`src/rtl/cpu_types_pkg.sv`:
```
// Shared decode-stage types.
//   extop_t     : immediate extension mode selector (2 bits)
//   BROFF_SHIFT : left shift applied to branch offsets (word -> byte)
package cpu_types_pkg;

  typedef enum logic [1:0] {
    EXT_SIGN  = 2'd0,
    EXT_ZERO  = 2'd1,
    EXT_UPPER = 2'd2,
    EXT_BROFF = 2'd3
  } extop_t;

  localparam int BROFF_SHIFT = 2;

endpackage

```
`src/rtl/ext_core.sv`:
```
// Combinational immediate extension, all modes.
// Ports:
//   extop : extop_t mode (sign / zero / upper / branch offset)
//   imm   : raw IMM_W-bit immediate
//   ext   : DATA_W-bit extended operand
import cpu_types_pkg::*;

module ext_core #(
  parameter int DATA_W = 32,
  parameter int IMM_W  = 16
) (
  input  logic [1:0]        extop,
  input  logic [IMM_W-1:0]  imm,
  output logic [DATA_W-1:0] ext
);

  logic [DATA_W-1:0] sext;
  logic [DATA_W-1:0] zext;

  assign sext = {{(DATA_W-IMM_W){imm[IMM_W-1]}}, imm};
  assign zext = {{(DATA_W-IMM_W){1'b0}}, imm};

  always_comb begin
    ext = sext;
    case (extop_t'(extop))
      EXT_SIGN:  ext = sext;
      EXT_ZERO:  ext = zext;
      EXT_UPPER: ext = {imm, {(DATA_W-IMM_W){1'b0}}};
      // Bits pushed past DATA_W fall off; low bits fill with zero.
      EXT_BROFF: ext = sext << BROFF_SHIFT;
      default:   ext = sext;
    endcase
  end

endmodule

```
`src/rtl/ext_pipe.sv`:
```
// Pipelined immediate extension with a 2-entry skid buffer (main + skid).
// Optional feature macro: EXT_BRTARGET_EN adds pc_in / brtarget, where
//   brtarget = pc_in + 4 + (sext(imm) << 2), carried alongside each entry.
// Ports:
//   CLK, RST          : clock, synchronous active-high reset
//   flush             : drop all buffered entries next cycle
//   in_valid/in_ready : input handshake (in_ready depends on state only)
//   extop, imm, tag_in: mode, immediate, sideband tag
//   out_valid/out_ready: output handshake
//   extended, tag_out : head entry operand and tag
import cpu_types_pkg::*;

module ext_pipe #(
  parameter int DATA_W = 32,
  parameter int IMM_W  = 16,
  parameter int TAG_W  = 5
) (
  input  logic              CLK,
  input  logic              RST,
  input  logic              flush,
  input  logic              in_valid,
  output logic              in_ready,
  input  logic [1:0]        extop,
  input  logic [IMM_W-1:0]  imm,
  input  logic [TAG_W-1:0]  tag_in,
`ifdef EXT_BRTARGET_EN
  input  logic [DATA_W-1:0] pc_in,
  output logic [DATA_W-1:0] brtarget,
`endif
  output logic              out_valid,
  input  logic              out_ready,
  output logic [DATA_W-1:0] extended,
  output logic [TAG_W-1:0]  tag_out
);

  logic [DATA_W-1:0] ext_new;

  ext_core #(.DATA_W(DATA_W), .IMM_W(IMM_W)) u_core (
    .extop (extop),
    .imm   (imm),
    .ext   (ext_new)
  );

  logic              main_vld_q,  main_vld_d;
  logic [DATA_W-1:0] main_data_q, main_data_d;
  logic [TAG_W-1:0]  main_tag_q,  main_tag_d;
  logic              skid_vld_q,  skid_vld_d;
  logic [DATA_W-1:0] skid_data_q, skid_data_d;
  logic [TAG_W-1:0]  skid_tag_q,  skid_tag_d;

`ifdef EXT_BRTARGET_EN
  logic [DATA_W-1:0] bt_new;
  logic [DATA_W-1:0] main_bt_q, main_bt_d;
  logic [DATA_W-1:0] skid_bt_q, skid_bt_d;

  assign bt_new = pc_in + DATA_W'(4)
                + ({{(DATA_W-IMM_W){imm[IMM_W-1]}}, imm} << BROFF_SHIFT);
  assign brtarget = main_bt_q;
`endif

  logic accept;
  logic drain;

  assign in_ready  = !skid_vld_q;
  assign out_valid = main_vld_q;
  assign extended  = main_data_q;
  assign tag_out   = main_tag_q;

  // Flush wins over a same-cycle accept; an output transfer needs no action.
  assign accept = in_valid && in_ready && !flush;
  assign drain  = main_vld_q && out_ready;

  always_comb begin
    main_vld_d  = main_vld_q;
    main_data_d = main_data_q;
    main_tag_d  = main_tag_q;
    skid_vld_d  = skid_vld_q;
    skid_data_d = skid_data_q;
    skid_tag_d  = skid_tag_q;
`ifdef EXT_BRTARGET_EN
    main_bt_d   = main_bt_q;
    skid_bt_d   = skid_bt_q;
`endif
    if (flush) begin
      // Only valids drop; payload registers keep their contents.
      main_vld_d = 1'b0;
      skid_vld_d = 1'b0;
    end else if (skid_vld_q) begin
      // in_ready is low here, so the only event is a drain refilling main.
      if (drain) begin
        main_vld_d  = 1'b1;
        main_data_d = skid_data_q;
        main_tag_d  = skid_tag_q;
        skid_vld_d  = 1'b0;
`ifdef EXT_BRTARGET_EN
        main_bt_d   = skid_bt_q;
`endif
      end
    end else if (accept) begin
      if (!main_vld_q || drain) begin
        main_vld_d  = 1'b1;
        main_data_d = ext_new;
        main_tag_d  = tag_in;
`ifdef EXT_BRTARGET_EN
        main_bt_d   = bt_new;
`endif
      end else begin
        skid_vld_d  = 1'b1;
        skid_data_d = ext_new;
        skid_tag_d  = tag_in;
`ifdef EXT_BRTARGET_EN
        skid_bt_d   = bt_new;
`endif
      end
    end else if (drain) begin
      main_vld_d = 1'b0;
    end
  end

  always_ff @(posedge CLK) begin
    if (RST) begin
      main_vld_q  <= 1'b0;
      main_data_q <= '0;
      main_tag_q  <= '0;
      skid_vld_q  <= 1'b0;
      skid_data_q <= '0;
      skid_tag_q  <= '0;
`ifdef EXT_BRTARGET_EN
      main_bt_q   <= '0;
      skid_bt_q   <= '0;
`endif
    end else begin
      main_vld_q  <= main_vld_d;
      main_data_q <= main_data_d;
      main_tag_q  <= main_tag_d;
      skid_vld_q  <= skid_vld_d;
      skid_data_q <= skid_data_d;
      skid_tag_q  <= skid_tag_d;
`ifdef EXT_BRTARGET_EN
      main_bt_q   <= main_bt_d;
      skid_bt_q   <= skid_bt_d;
`endif
    end
  end

endmodule

```
`config.mk`:
```
export PLATFORM = sky130hd
export DESIGN_NAME = ext_pipe
export DESIGN_NICKNAME = d
export VERILOG_FILES = /design/src/rtl/cpu_types_pkg.sv /design/src/rtl/ext_core.sv /design/src/rtl/ext_pipe.sv
export SDC_FILE = /design/constraint.sdc
export NUM_CORES = 1
export LEC_CHECK = 0
export CORE_MARGIN = 8
export CORE_UTILIZATION = 40
export CTS_BUF_LIST = sky130_fd_sc_hd__clkbuf_16
export DETAILED_ROUTE_END_ITERATION = 8
export SETUP_SLACK_MARGIN = 0.02
export SLEW_MARGIN = 5
export SYNTH_ARGS = -nofsm -noshare
export SYNTH_HDL_FRONTEND = slang
export SYNTH_SLANG_ARGS = --single-unit
```
`constraint.sdc`:
```
create_clock -name CLK -period 2.23 [get_ports CLK]
set_clock_uncertainty 0.2 [all_clocks]
set_input_delay 0.5575 -clock CLK [delete_from_list [all_inputs] [get_ports CLK]]
set_output_delay 0.5575 -clock CLK [all_outputs]
set_load 0.02 [all_outputs]
```
Word level (Yosys, flattened, before mapping)
Index checks and enable logic that the tools add are counted.
{"block": "totals", "regBits": 76, "in_bits": 28, "out_inout_bits": 39, "elab_cells": 47}
{"block": "classes", "n_eq_ne": 5, "mux": 18, "n_bitwise": 3, "n_reduce_logical": 15}
{"cell": "$mux 32", "n": 4}
{"cell": "$pmux 32 s4", "n": 1}
{"cell": "$mux 5", "n": 4}
{"cell": "$mux 1", "n": 9}
{"cell": "$reduce_and 4->1", "n": 2}
{"cell": "$reduce_bool 2->1", "n": 3}
{"cell": "$eq 2x2->1 const B", "n": 2}
{"cell": "$logic_and 1x1->1", "n": 3}
{"cell": "$logic_not 1->1", "n": 3}
{"cell": "$ne 3x2->1 const B", "n": 1}
{"cell": "$not 1->1", "n": 3}
{"cell": "$reduce_and 3->1", "n": 1}
{"cell": "$eq 2x1->1 const B", "n": 1}
{"cell": "$logic_not 2->1", "n": 1}
{"cell": "$ne 2x1->1 const B", "n": 1}
{"cell": "$reduce_or 2->1", "n": 1}
{"cell": "$logic_or 1x1->1", "n": 1}

Longest topological paths before layout
{"block": "depth", "depth_word": 5, "mapped_depth": 6, "ltp_nobuf": 3}

Cells and area by module
From an unflattened synthesis, not the netlist that was laid out.
{"block": "hier_totals", "cells_unflattened": 435, "area_unflattened_um2": 4365.4}
{"module": "ext_pipe", "n_inst": 1, "cells_per_inst": 375, "area_per_inst_um2": 3853.7, "seq_area_each_um2": 1521.5}
{"module": "ext_core", "n_inst": 1, "cells_per_inst": 60, "area_per_inst_um2": 511.7, "seq_area_each_um2": 0.0}

Least setup slack after synthesis
No wires, ideal clock.
{"block": "synth_path", "path_type": "input-to-reg", "startpoint": "input port flush", "endpoint": "register skid_data_q[24]", "setup_time_ns": 0.086, "t_arrival_ns": 1.597, "required_ns": 1.944, "setup_slack_ns": 0.347, "stages": 6, "path_buffers": 3, "path_cell_list": "buf_6 -> and4bb_4 -> nand2b_4 -> buf_6 -> buf_12 -> a221oi_2"}
{"block": "synth_via", "elab_chain_cells": 3, "word_cells_on_any_way": 4, "classes_between": "bitwise: 1; reduce/logical: 3"}
{"element": "from (decl)", "line_no": "ext_pipe.sv:20", "rtl": "input logic flush,"}
{"element": "$logic_not 1->1", "line_no": "ext_pipe.sv:70", "rtl": "assign accept = in_valid && in_ready && !flush;"}
{"element": "$logic_and 1x1->1", "line_no": "ext_pipe.sv:70"}
{"element": "$reduce_and 4->1 (no source line) *"}
{"element": "to (signal assigned)", "line_no": "ext_pipe.sv:137", "rtl": "skid_data_q <= skid_data_d;"}
{"element": "to (decl)", "line_no": "ext_pipe.sv:48", "rtl": "logic [DATA_W-1:0] skid_data_q, skid_data_d;"}
Mark *: on every way between the ends. The rest lies on a longest branch, timed or not.
A chain may end at the register's enable or synchronous reset.

Worst setup path after layout
{"block": "layout_path", "startpoint": "register skid_vld_q", "endpoint": "output port in_ready"}
{"block": "layout_via", "elab_chain_cells": 1}
{"element": "from (decl)", "line_no": "ext_pipe.sv:47", "rtl": "logic skid_vld_q, skid_vld_d;"}
{"element": "from (signal assigned)", "line_no": "ext_pipe.sv:136", "rtl": "skid_vld_q <= skid_vld_d;"}
{"element": "$logic_not 1->1", "line_no": "ext_pipe.sv:64", "rtl": "assign in_ready = !skid_vld_q;"}
{"element": "to (decl)", "line_no": "ext_pipe.sv:22", "rtl": "output logic in_ready,"}
No other way between the ends.

==> run_summary.xml <==
<?xml version="1.0" encoding="UTF-8"?>
<metrics>
  <group name="synthesis">
    <metric name="asyncSetResetFlopFracSynth" unit="%">0</metric>
    <metric name="ys.flop_type" unit="">sky130_fd_sc_hd__dfxtp_1</metric>
    <metric name="synth.yosys.warnings" unit="">0</metric>
    <metric name="synth_area_per_cell" unit="um^2">9.18</metric>
    <metric name="yosys_register_bits" unit="">76</metric>
    <metric name="synth_unique_cells" unit="">47</metric>
    <metric name="number_of_synthesized_flops_with_an_enable_pin" unit="">0</metric>
    <metric name="synth_sequential_area_ratio" unit="%">39.7</metric>
    <metric name="post_synth_instance_area" unit="mm^2">0.00384</metric>
    <metric name="synth_cells" unit="">418</metric>
    <metric name="syn-num-nets" unit="">446</metric>
  </group>
  <group name="drt">
    <metric name="post_drt_via_cell_ratio" unit="">5.65</metric>
    <metric name="antenna_left" unit="">0</metric>
    <metric name="detailedRoute.firstPassIterationCount" unit="">5</metric>
    <metric name="wire_per_inst" unit="um">17.1</metric>
    <metric name="detail_route.iter0.violations" unit="">184</metric>
    <metric name="detailroute.via_count" unit="">3490</metric>
    <metric name="post-route-drc-count" unit="">0</metric>
    <metric name="wl" unit="um">10600</metric>
  </group>
  <group name="finish">
    <metric name="end_of_flow_core_utilization" unit="%">54.0</metric>
    <metric name="layout.cells.most_common" unit="">sky130_fd_sc_hd__dfxtp_1</metric>
    <metric name="area_growth_syn_to_layout" unit="%">30.7</metric>
    <metric name="nets" unit="">515</metric>
    <metric name="final_area" unit="mm^2">0.00501</metric>
    <metric name="final_layout_size_suffix_gt1_share" unit="%">14.5</metric>
    <metric name="diodes" unit="">0</metric>
    <metric name="most-common-layout-cells" unit="">sky130_fd_sc_hd__dfxtp_1 (75), sky130_fd_sc_hd__clkdlybuf4s50_1 (64), sky130_fd_sc_hd__buf_4 (35), sky130_fd_sc_hd__inv_1 (31), sky130_fd_sc_hd__o31ai_1 (27)</metric>
  </group>
  <group name="power_and_ir_drop">
    <metric name="p_leak" unit="nW">1.65</metric>
    <metric name="worst_ir_drop_vdd" unit="V">0.000364</metric>
    <metric name="power_density" unit="mW/mm^2">639</metric>
  </group>
  <group name="clock_tree">
    <metric name="clk_latency" unit="ns">0.33</metric>
    <metric name="cts.reportedPaths.clkPinSlew" unit="ns">0.06</metric>
    <metric name="cts_tree" unit="">done</metric>
    <metric name="num_clock_sinks" unit="">76</metric>
    <metric name="cts-root-to-sink-buffers" unit="">2</metric>
    <metric name="cts_buffers" unit="">9</metric>
    <metric name="ctsHoldBuffers" unit="">0</metric>
    <metric name="cts_root_buf" unit="">sky130_fd_sc_hd__clkbuf_16</metric>
    <metric name="cts-htree-levels" unit="">3</metric>
  </group>
  <group name="global_route">
    <metric name="via_count_of_the_first_global_routing_pass" unit="">3313</metric>
    <metric name="first_pass_grt_wire_length" unit="um">17300</metric>
    <metric name="antenna_found_initial" unit="">0</metric>
    <metric name="track_usage" unit="%">16.7</metric>
    <metric name="largest_net_degree_at_the_start_of_global_routing" unit="">51</metric>
    <metric name="gr-total-overflow" unit="">0</metric>
  </group>
  <group name="worst_setup_path">
    <metric name="cell_chain_of_the_critical_path" unit="">inv_1 -&gt; clkdlybuf4s50_1</metric>
    <metric name="worst_path_class_setup" unit="">register to output pin</metric>
    <metric name="worst_ep_required_time" unit="ns">1.47</metric>
    <metric name="crit_path_top_delay_cell" unit="">sky130_fd_sc_hd__clkdlybuf4s50_1</metric>
    <metric name="crit_arrival" unit="ns">1.34</metric>
    <metric name="worst-path-max-fanout" unit="">2</metric>
    <metric name="path_delay_family" unit="">buffers and inverters</metric>
    <metric name="critPathMaxStageDelay" unit="ns">0.61</metric>
    <metric name="worstSetupEndpointType" unit="">output pin</metric>
    <metric name="critical_path.startpoint_type" unit="">register</metric>
    <metric name="critPathBufInv" unit="">2</metric>
  </group>
  <group name="placed_design">
    <metric name="portBuffers" unit="">66</metric>
    <metric name="post-place-ws" unit="ns">-0.232</metric>
    <metric name="gpl.final_weighted_congestion" unit="">0.742</metric>
    <metric name="instance_area_after_placement" unit="mm^2">0.00474</metric>
    <metric name="dp_hpwl" unit="um">7540</metric>
  </group>
  <group name="sta">
    <metric name="timing.fmax" unit="MHz">477</metric>
    <metric name="setup_ws" unit="ns">0.135</metric>
    <metric name="count_of_final_setup_violators" unit="">0</metric>
    <metric name="rsz0062_at_grt" unit="">yes</metric>
    <metric name="final_hold_viol_count" unit="">0</metric>
    <metric name="slew-limit-headroom" unit="%">54.1</metric>
    <metric name="final.period_utilization" unit="%">93.9</metric>
    <metric name="report.final.slew_viol_count" unit="">0</metric>
    <metric name="finalSetupTns" unit="ns">0</metric>
    <metric name="worst-slew-pin-transition" unit="ns">0.685</metric>
    <metric name="finalWorstPathRequiredPeriod" unit="ns">2.09</metric>
  </group>
  <group name="floorplanning">
    <metric name="design.portCount" unit="">67</metric>
    <metric name="floorplan.core_area" unit="mm^2">0.00928</metric>
    <metric name="floorplan_die_area" unit="mm^2">0.0130</metric>
    <metric name="std_cell_rows" unit="">35</metric>
    <metric name="fp.dieW" unit="um">114</metric>
    <metric name="floorplan.initialDensity" unit="%">41.3</metric>
    <metric name="die_h" unit="um">114</metric>
  </group>
  <group name="run_status">
    <metric name="run_status" unit="">finished clean</metric>
  </group>
  <group name="job">
    <metric name="drv.max_cap_violation_count" unit="">0</metric>
  </group>
  <group name="min_path">
    <metric name="timing.hold.worst.class" unit="">register to register</metric>
  </group>
</metrics>
==> Yosys cell counts (7+ instances only) <==
cell type                   instances  area (um^2)
sky130_fd_sc_hd__dfxtp_1           76         1520
sky130_fd_sc_hd__inv_1             31          116
sky130_fd_sc_hd__clkbuf_1          28          105
sky130_fd_sc_hd__o31ai_1           27          203
sky130_fd_sc_hd__o21ai_0           23          115
sky130_fd_sc_hd__a221oi_1          21          184
sky130_fd_sc_hd__a211oi_1          19          143
sky130_fd_sc_hd__nand2_1           17         63.8
sky130_fd_sc_hd__nand2b_1          17          106
sky130_fd_sc_hd__nor2b_1           16          100
sky130_fd_sc_hd__and3_1            14         87.6
sky130_fd_sc_hd__o2bb2ai_1         14          123
sky130_fd_sc_hd__o311ai_0          14          123
sky130_fd_sc_hd__buf_2             13         65.1
sky130_fd_sc_hd__nor4_1            13         81.3
sky130_fd_sc_hd__a21oi_1           12         60.1
sky130_fd_sc_hd__a31oi_1            9         56.3
sky130_fd_sc_hd__a221oi_2           7          105
==> flip-flops by register name, summed over array words and instances, names as in the netlist <==
register,count
tag_out,5
skid_data_q,32
skid_tag_q,5
out_valid,1
skid_vld_q,1
extended,32
==> worst paths after layout <==
path | start | to | slack [ns] | cells after the start
setup / recovery | skid_vld_q | in_ready | 0.14 | 2
hold / removal | skid_data_q[13] | skid_data_q[13] | 0.25 | 2
setup reg to reg | skid_vld_q | skid_data_q[0] | 0.42 | 5
hold reg to reg | skid_data_q[13] | skid_data_q[13] | 0.25 | 2
==> power by group <==
part / internal [W] / total (W) / switching (W) / leakage [nW]
combinational: 0.000243 / 0.000527 / 0.000284 / 0.913
clock: 0.000724 / 0.00125 / 0.000529 / 0.118
sequential: 0.00140 / 0.00143 / 0.0000225 / 0.617
==> routing by layer <==
| metal | vias up | wire length (um) | global-route usage, % |
|---|---|---|---|
| met5 | - | 0 | 0 |
| met4 | 0 | 121 | 5.86 |
| met3 | 10 | 592 | 4.44 |
| met2 | 86 | 4550 | 24.0 |
| met1 | 1670 | 5330 | 23.2 |
| li1 | 1724 | - | - |
==> kinds of logic (layout without fill, tap and decap cells) <==
group,count (synthesis),in the layout,share of synthesized area (%)
xor gates and xnor gates,1,1,0.718
muxes,7,7,1.86
DFF,76,76,39.7
AOI/OAI and AO/OA,159,159,32.6
buffers and inverters,79,150,9.46
and+or+nand+nor,96,96,15.8
==> stage by stage <==
stage | instances | power (W) | hold WS [ns]
2_1_floorplan | 418 | 0.00174 | 0.229
3_3_place_gp | 601 | 0.00196 | 0.238
3_5_place_dp | 601 | 0.00197 | 0.242
4_1_cts | 614 | 0.00322 | 0.255
5_1_grt | 618 | 0.00334 | 0.268
6_report | 618 | 0.00321 | 0.252
==> timing repair <==
item	4_1_cts	5_1_grt
resized for setup	1	0
setup endpoints to repair	1	5
setup buffers	0	4
pin swaps	0	1
==> final cells by class <==
cell class                 count  area [um^2]
fill                         888         4270
sequential                    76         1520
clock inverter                 4         20.0
multi-input combinational    263         1950
clock buffer                   9          225
timing repair buffer         106         1020
tap                          129          161
inverter                      31          116
==> worst register-to-register path, stage by stage, from the launching register on <==
cell and delay, ns:
sky130_fd_sc_hd__dfxtp_2 0.31, sky130_fd_sc_hd__buf_4 0.17, sky130_fd_sc_hd__nand4bb_1 0.23, sky130_fd_sc_hd__buf_4 0.23, sky130_fd_sc_hd__or4b_1 0.48, sky130_fd_sc_hd__a21oi_1 0.13
(Power assumes the default switching activity.)
